[config.mk]
export PLATFORM = sky130hd
export DESIGN_NAME = rom_fetch
export DESIGN_NICKNAME = d
export VERILOG_FILES = /design/src/rtl/rom_fetch.sv
export SDC_FILE = /design/constraint.sdc
export NUM_CORES = 1
export LEC_CHECK = 0
export CORE_MARGIN = 2
export CORE_UTILIZATION = 45
export DETAILED_ROUTE_END_ITERATION = 12
export PLACE_DENSITY = 0.85
export RECOVER_POWER = 100
export SETUP_SLACK_MARGIN = 0.05
export SYNTH_ARGS = -nofsm -noshare
export SYNTH_HDL_FRONTEND = slang
export SYNTH_SLANG_ARGS = --single-unit
export TNS_END_PERCENT = 20
[constraint.sdc]
create_clock -name clk -period 2.55 [get_ports clk]
set_input_delay 0.51 -clock clk [delete_from_list [all_inputs] [get_ports clk]]
set_output_delay 0.51 -clock clk [all_outputs]
set_load 0.01 [all_outputs]
[src/rtl/rom_fetch.sv]
// rom_fetch: burst fetcher that reads a combinational ROM at pc and hands words out over a valid/ready handshake.
// Define FETCH_PARITY_EN to register even parity alongside byte_out; otherwise parity is tied low.
module rom_fetch #(
  parameter int ADDR_W = 12,
  parameter int DATA_W = 8
) (
  input  logic              clk,
  input  logic              reset,
  input  logic              start,
  input  logic [3:0]        len,
  input  logic              load_en,
  input  logic [ADDR_W-1:0] load_addr,
  output logic [ADDR_W-1:0] rom_addr,
  input  logic [DATA_W-1:0] rom_data,
  output logic              fetch_valid,
  input  logic              fetch_ready,
  output logic [DATA_W-1:0] byte_out,
  output logic [DATA_W/2-1:0] instr,
  output logic [DATA_W/2-1:0] oprnd,
  output logic [ADDR_W-1:0] pc,
  output logic              busy,
  output logic              done,
  output logic              parity
);
  localparam logic [1:0] IDLE = 2'd0, FETCH = 2'd1, HOLD = 2'd2;
  logic [1:0] state;
  logic [3:0] remaining;
  assign rom_addr = pc;
  assign busy = state != IDLE;
  assign instr = byte_out[DATA_W-1:DATA_W/2];
  assign oprnd = byte_out[DATA_W/2-1:0];
  always_ff @(posedge clk or negedge reset) begin
    if (!reset) begin
      state <= IDLE;
      pc <= '0;
      remaining <= '0;
      byte_out <= '0;
      fetch_valid <= 1'b0;
      done <= 1'b0;
    end else begin
      done <= 1'b0;
      if (state == IDLE) begin
        if (load_en) pc <= load_addr;
        if (start) begin
          remaining <= len;
          state <= FETCH;
        end
      end else if (state == FETCH) begin
        byte_out <= rom_data;
        fetch_valid <= 1'b1;
        state <= HOLD;
      end else if (fetch_ready) begin
        fetch_valid <= 1'b0;
        pc <= pc + 1'b1;
        remaining <= (remaining != 4'd0) ? remaining - 1'b1 : remaining;
        state <= (remaining != 4'd0) ? FETCH : IDLE;
        done <= remaining == 4'd0;
      end
    end
  end
`ifdef FETCH_PARITY_EN
  always_ff @(posedge clk or negedge reset) begin
    if (!reset) parity <= 1'b0;
    else if (state == FETCH) parity <= ^rom_data;
  end
`else
  assign parity = 1'b0;
`endif
endmodule

==> results_dict.tcl, run 1 <==
set metrics [dict create \
    cp_num_buf_inv 2 \
    multi_input_area_um2 693 \
    port_buffers 71 \
    max_cap_viol_count 0 \
    syn_nets 202 \
    cp-start-kind "register" \
    hold_violations 0 \
    cts-resized-gates 0 \
    post-route-min-period_ns 2.13 \
    reg2reg_from "remaining[0]$_DFFE_PN0P_" \
    n_antenna_cell 0 \
    crit_slowest_cell "dlygate4sd3_1" \
    io_pins 73 \
    via_per_inst 5.31 \
    wire_per_inst_um 13.8 \
    ys.flop_type "dfrtp_1" \
    root_buffer "clkbuf_4" \
    drive_gt1_share_pct 8.22 \
    final_util_pct 65.3 \
    synth.distinct_cells 39 \
    synthTopCellsByCount "dfrtp_1 (28), buf_4 (21), a21oi_1 (17)" \
    pre_cts_ws_ns 0.519 \
    worstHoldStart "fetch_valid$_DFFE_PN0P_" \
    ys_top_cells_by_area "dfrtp_1 (43%), buf_4 (9.6%), mux2_2 (5.5%)" \
    routed_wirelength_mm 3.65 \
    n_fill_cell 280 \
    rsz0062_at_grt "no" \
    ff_latch_area_um2 701 \
    cp.required_ns 2.04 \
    slowest_delay_ns 0.60 \
    synth_top_cell_by_area "dfrtp_1" \
    htreeDepth 1 \
    cts_hold_buf 0 \
    worstSkewPairLatency_ns 0.32 \
    cp-end-kind "output pin" \
    grtUsageTotal_pct 19.0 \
    cts_tree "built" \
    synth-edff-count 0 \
    synth.avg_cell_area_um2 9.59 \
    fin_area_um2 2230 \
    synth_most_common_cell "dfrtp_1" \
    status "finished, final reports clean" \
    netlist_instances 171 \
    path_class "register to output pin" \
    finalCritPeriodShare_pct 83.4 \
    fin_skew_ns 0.00696 \
    setup_slack_ns 0.423 \
    drc 0 \
    crit_fanout 6 \
    yosysWarnings 0 \
    leakagePower_uw 0.000912 \
    drv_slew 0 \
    fp.dieW_um 64.4 \
    powerDensity_nw_per_um2 1230 \
    async_flop_share_pct 100 \
    cts_setup_buffers 0 \
    detailed_place_hpwl_mm 2.80 \
    max_slew_margin_pct 1.37 \
    grt_first_pass_wirelength_mm 6.18 \
    drt_pass1_iterations 4 \
    critPathLaunch "state[1]$_DFFE_PN0P_" \
    dr_total_vias 1408 \
    antenna_found_initial 0 \
    drt-initial-drc-count 57 \
    core_um2 3420 \
    worstPathCellList "nor2_4, clkinv_1, dlygate4sd3_1" \
    overflow 0 \
    fmax_mhz 470 \
    placed_cell_area_um2 2200 \
    cts_buffers 3 \
    grt_pass1_vias 1310 \
    ant_nets 0 \
    area_delta_synth_final_pct 36.1 \
    cts_sinks 28 \
    clockBufferDepth 2 \
    gp_congestion 0.783 \
    final-setup-viol-count 0 \
    cp.arrival_ns 1.62 \
    ys_ff_latch 28 \
    initial_core_util_pct 48.0 \
    rows 21 \
    critPathTopFamily "buffers and inverters" \
    syn_area_um2 1640 \
    setup-tns-final_ns 0 \
    worst_pin_slew_ns 1.48 \
    nets 251 \
    hold_class "register to register" \
    whs_ns 0.534 \
    die_y_um 64.4 \
    seq_area_frac_synth_pct 42.7 \
    grt_max_degree 29 \
    die-area_um2 4140 \
    clk_pin_slew_ns 0.15 \
    ir_drop_v 0.000788 \
    synth_top_area_share_pct 42.7 \
]
-- logic make-up (layout without fill, tap and decap cells) --
kind of cell	count (synthesis)	after routing	synth area share (%)
AO/OA/AOI/OAI	47	47	18.6
flip-flops	28	28	42.7
buffers and inverters	34	82	14.8
AND/OR/NAND/NOR	48	48	14.9
multiplexers	10	10	6.71
adder cells (fa/ha/maj)	2	2	1.53
other	1	1	0.229
XOR/XNOR	1	1	0.534
-- per-stage QoR --
| stage | instances | total power, uW |
|---|---|---|
| finish | 265 | 2750 |
| CTS | 265 | 2920 |
| global placement | 261 | 2650 |
| floorplan | 171 | 2070 |
| detailed placement | 261 | 2700 |
| global route | 265 | 2990 |
-- sequential cells by signal (all words and copies together) (netlist names) --
name	cells
pc	12
byte_out	8
remaining	4
state	2
done	1
fetch_valid	1
-- cell usage in the layout (no fill, tap or decap), drive strengths merged, types with 2 or more instances in the layout --
cell type	instances
a31oi	4
a21oi	18
clkbuf	5
o22a	4
nor3b	2
buf	2
nand3	7
mux2i	2
o21ai	9
nor3	4
and2	3
nand4	3
and3	3
a22oi	2
inv	3
ha	2
nor2	16
dfrtp	28
clkdlybuf4s50	26
nand2	8
dlygate4sd3	45
mux2	8
-- tightest hold or removal path, delay by kind of cell (launching register included) --
family           cells  cell delay (ns)
flip-flops           1             0.37
AND/OR/NAND/NOR      2             0.14
-- power by group --
group	switching, uW	total, uW	internal (uW)
clock network	126	213	87.3
registers	232	895	663
logic	791	1640	845
total	1150	2750	1600
-- final cells by class --
cell class / instances / area share, %
clock buffer: 4 / 1.63
multi-input combinational: 109 / 31.1
tap: 46 / 2.58
timing repair buffer: 74 / 32.7
inverter: 4 / 0.673
sequential: 28 / 31.4
-- worst paths after layout --
kind                                            end  slack (ns)  depth (start not counted)
hold / removal              fetch_valid$_DFFE_PN0P_        0.53                          2
setup / recovery                               busy        0.42                          3
setup reg to reg           remaining[2]$_DFFE_PN0P_        0.81                          6
min in group asynchronous   byte_out[3]$_DFFE_PN0P_        1.05                          2
max in group asynchronous         pc[2]$_DFFE_PN0P_        0.64                          2
hold reg to reg             fetch_valid$_DFFE_PN0P_        0.53                          2
-- routing by layer --
metal	part of all wire, %	track usage, %	routed length, um
met4	1.2	7.98	45
met2	52	32.8	1890
met1	42	23.7	1520
met3	5.3	2.46	193
met5	0	0	0
Note: power is estimated with default switching activity, not from simulation.
==> run 2, diff against run 1 <==
--- a/config.mk
+++ b/config.mk
@@ -6,9 +6,9 @@
 export NUM_CORES = 1
 export LEC_CHECK = 0
 export CORE_MARGIN = 2
-export CORE_UTILIZATION = 45
+export CORE_UTILIZATION = 38
 export DETAILED_ROUTE_END_ITERATION = 12
-export PLACE_DENSITY = 0.85
+export PLACE_DENSITY = 0.77
 export RECOVER_POWER = 100
 export SETUP_SLACK_MARGIN = 0.05
 export SYNTH_ARGS = -nofsm -noshare
==> constraint.sdc (replaced) <==
create_clock -name clk -period 1.9 [get_ports clk]
set_input_delay 0.38 -clock clk [delete_from_list [all_inputs] [get_ports clk]]
set_output_delay 0.38 -clock clk [all_outputs]
set_load 0.01 [all_outputs]
==> results_dict.tcl, run 2 (synthesis results as in run 1) <==
set metrics [dict create \
    cp.arrival_ns 1.41 \
    fp.dieW_um 69.7 \
    drt_pass1_iterations 4 \
    nets 254 \
    worstSkewPairLatency_ns 0.28 \
    core_um2 4090 \
    drive_gt1_share_pct 9.46 \
    antenna_found_initial 0 \
    grt_pass1_vias 1375 \
    ant_nets 0 \
    final_util_pct 55.6 \
    drv_slew 0 \
    internal_power_uw 2230 \
    cts_tree "built" \
    largestRegisters "pc: 12 flops, byte_out: 8 flops, remaining: 4 flops" \
    ff_latch_area_um2 701 \
    hold_class "register to register" \
    detailed_place_hpwl_mm 2.86 \
    cp-end-kind "output pin" \
    cp-start-kind "register" \
    drc 0 \
    rsz0062_at_grt "no" \
    critPathTopFamily "buffers and inverters" \
    p_seq_share_pct 31.6 \
    r2r_end "remaining[2]$_DFFE_PN0P_" \
    largest_register_ffs 12 \
    power_switching_uw 1570 \
    multi_input_area_um2 688 \
    reg2reg_from "remaining[0]$_DFFE_PN0P_" \
    worstPathCellList "dlygate4sd3_1" \
    cts_hold_buf 0 \
    whs_ns 0.500 \
    leakagePower_uw 0.000937 \
    root_buffer "clkbuf_8" \
    cts_sinks 28 \
    dr_total_vias 1457 \
    grt_first_pass_wirelength_mm 6.29 \
    fmax_mhz 557 \
    critPathLaunch "pc[3]$_DFFE_PN0P_" \
    io_pins 73 \
    critPathCapture "pc[3]" \
    use_met1_pct 20.7 \
    crit_cells 1 \
    cts_setup_buffers 0 \
    final_cells 272 \
    htreeDepth 1 \
    grt_max_degree 29 \
    cp.required_ns 1.52 \
    final_common_cell "dlygate4sd3_1" \
    status "finished, final reports clean" \
    slowest_delay_ns 0.64 \
    r2r_setup_slack_ns 0.16 \
    rows 23 \
    pre_cts_ws_ns 0.0909 \
    combPwrFrac_pct 58.5 \
    cts_buffers 3 \
    clk_pin_slew_ns 0.10 \
    drt-initial-drc-count 121 \
    crit_slowest_cell "dlygate4sd3_1" \
    swShare_pct 41.3 \
    max_cap_viol_count 0 \
    clock_power_share_pct 9.9 \
    via_per_inst 5.36 \
    fin_skew_ns 0.00427 \
    final-setup-viol-count 0 \
    crit_fanout 8 \
    die-area_um2 4860 \
    max_slew_margin_pct 53.3 \
    cp_num_buf_inv 1 \
    clockBufferDepth 2 \
    setup-tns-final_ns 0 \
    use_met2_pct 26.8 \
    grtUsageTotal_pct 15.8 \
    path_class "register to output pin" \
    finalCritPeriodShare_pct 94.4 \
    grt_use_met3_pct 3.63 \
    powerDensity_nw_per_um2 1670 \
    wire_per_inst_um 14.1 \
    ir_drop_v 0.000879 \
    setup_slack_ns 0.106 \
    place_inst 268 \
    worst_pin_slew_ns 0.700 \
    largest_register "pc" \
    reg2reg_depth 6 \
    hold_violations 0 \
    grt_busiest_layer "met2" \
    cts-resized-gates 0 \
    routed_wirelength_mm 3.83 \
    n_antenna_cell 0 \
    initial_core_util_pct 40.1 \
    gp_congestion 0.821 \
    area_delta_synth_final_pct 38.6 \
    die_y_um 69.7 \
    overflow 0 \
    post-route-min-period_ns 1.79 \
    n_fill_cell 373 \
    final_cell_mix "dlygate4sd3_1 (42), dfrtp_1 (28), clkdlybuf4s50_1 (28), a21oi_1 (17), nor2_1 (15)" \
    port_buffers 71 \
]
run 2: cell count changes in the layout (fill, tap and decap cells not counted), moves of 2 or more:
| cell | delta |
|---|---|
| buf_4 | +2 |
| clkbuf_8 | +3 |
| clkbuf_4 | -3 |
| clkdlybuf4s50_1 | +2 |
| dlygate4sd3_1 | -3 |
run 2: tightest hold or removal path, stage by stage, from the launching register on:
cell and delay, ns:
dfrtp_1 0.35, nor2_1 0.04, nor2_1 0.07
run 2: power groups by stage:
| stage | registers, uW | clock network, uW | logic (uW) |
|---|---|---|---|
| after floorplan | 1280 | 0 | 1500 |
| after global placement | 1230 | 0 | 2370 |
| after detailed placement | 1250 | 0 | 2410 |
| after CTS | 1240 | 384 | 2420 |
| after global routing | 1260 | 409 | 2420 |
| final | 1200 | 376 | 2230 |
run 2: area by class of cell:
type / count / area share [%]
repair buffers: 77 / 33.1
flip-flops and latches: 28 / 30.8
multi-input cells: 109 / 30.3
well taps: 50 / 2.75
clock buffers: 4 / 2.42
inverters: 4 / 0.660
run 2: worst min-delay path by stage:
stage	start	endpoint	slack (ns)	cells past startpoint
after floorplan	reset	byte_out[0]$_DFFE_PN0P_	0.08	0
after detailed placement	fetch_valid$_DFFE_PN0P_	fetch_valid$_DFFE_PN0P_	0.49	2
final	fetch_valid$_DFFE_PN0P_	fetch_valid$_DFFE_PN0P_	0.50	2
after CTS	reset	byte_out[4]$_DFFE_PN0P_	0.49	2
after global placement	fetch_valid$_DFFE_PN0P_	fetch_valid$_DFFE_PN0P_	0.48	2
after global routing	fetch_valid$_DFFE_PN0P_	fetch_valid$_DFFE_PN0P_	0.52	2
run 2: per-layer routing:
metal	up-vias	part of all wire, %
met1	695	41
met5	-	0
met2	64	51
met3	4	7.0
met4	0	0.70
li1	694	-
run 2: stage by stage:
stage / instance area [um2] / total power [uW]
2_1_floorplan: 1640 / 2780
3_3_place_gp: 2230 / 3600
3_5_place_dp: 2230 / 3660
4_1_cts: 2290 / 4040
5_1_grt: 2270 / 4100
6_report: 2270 / 3800
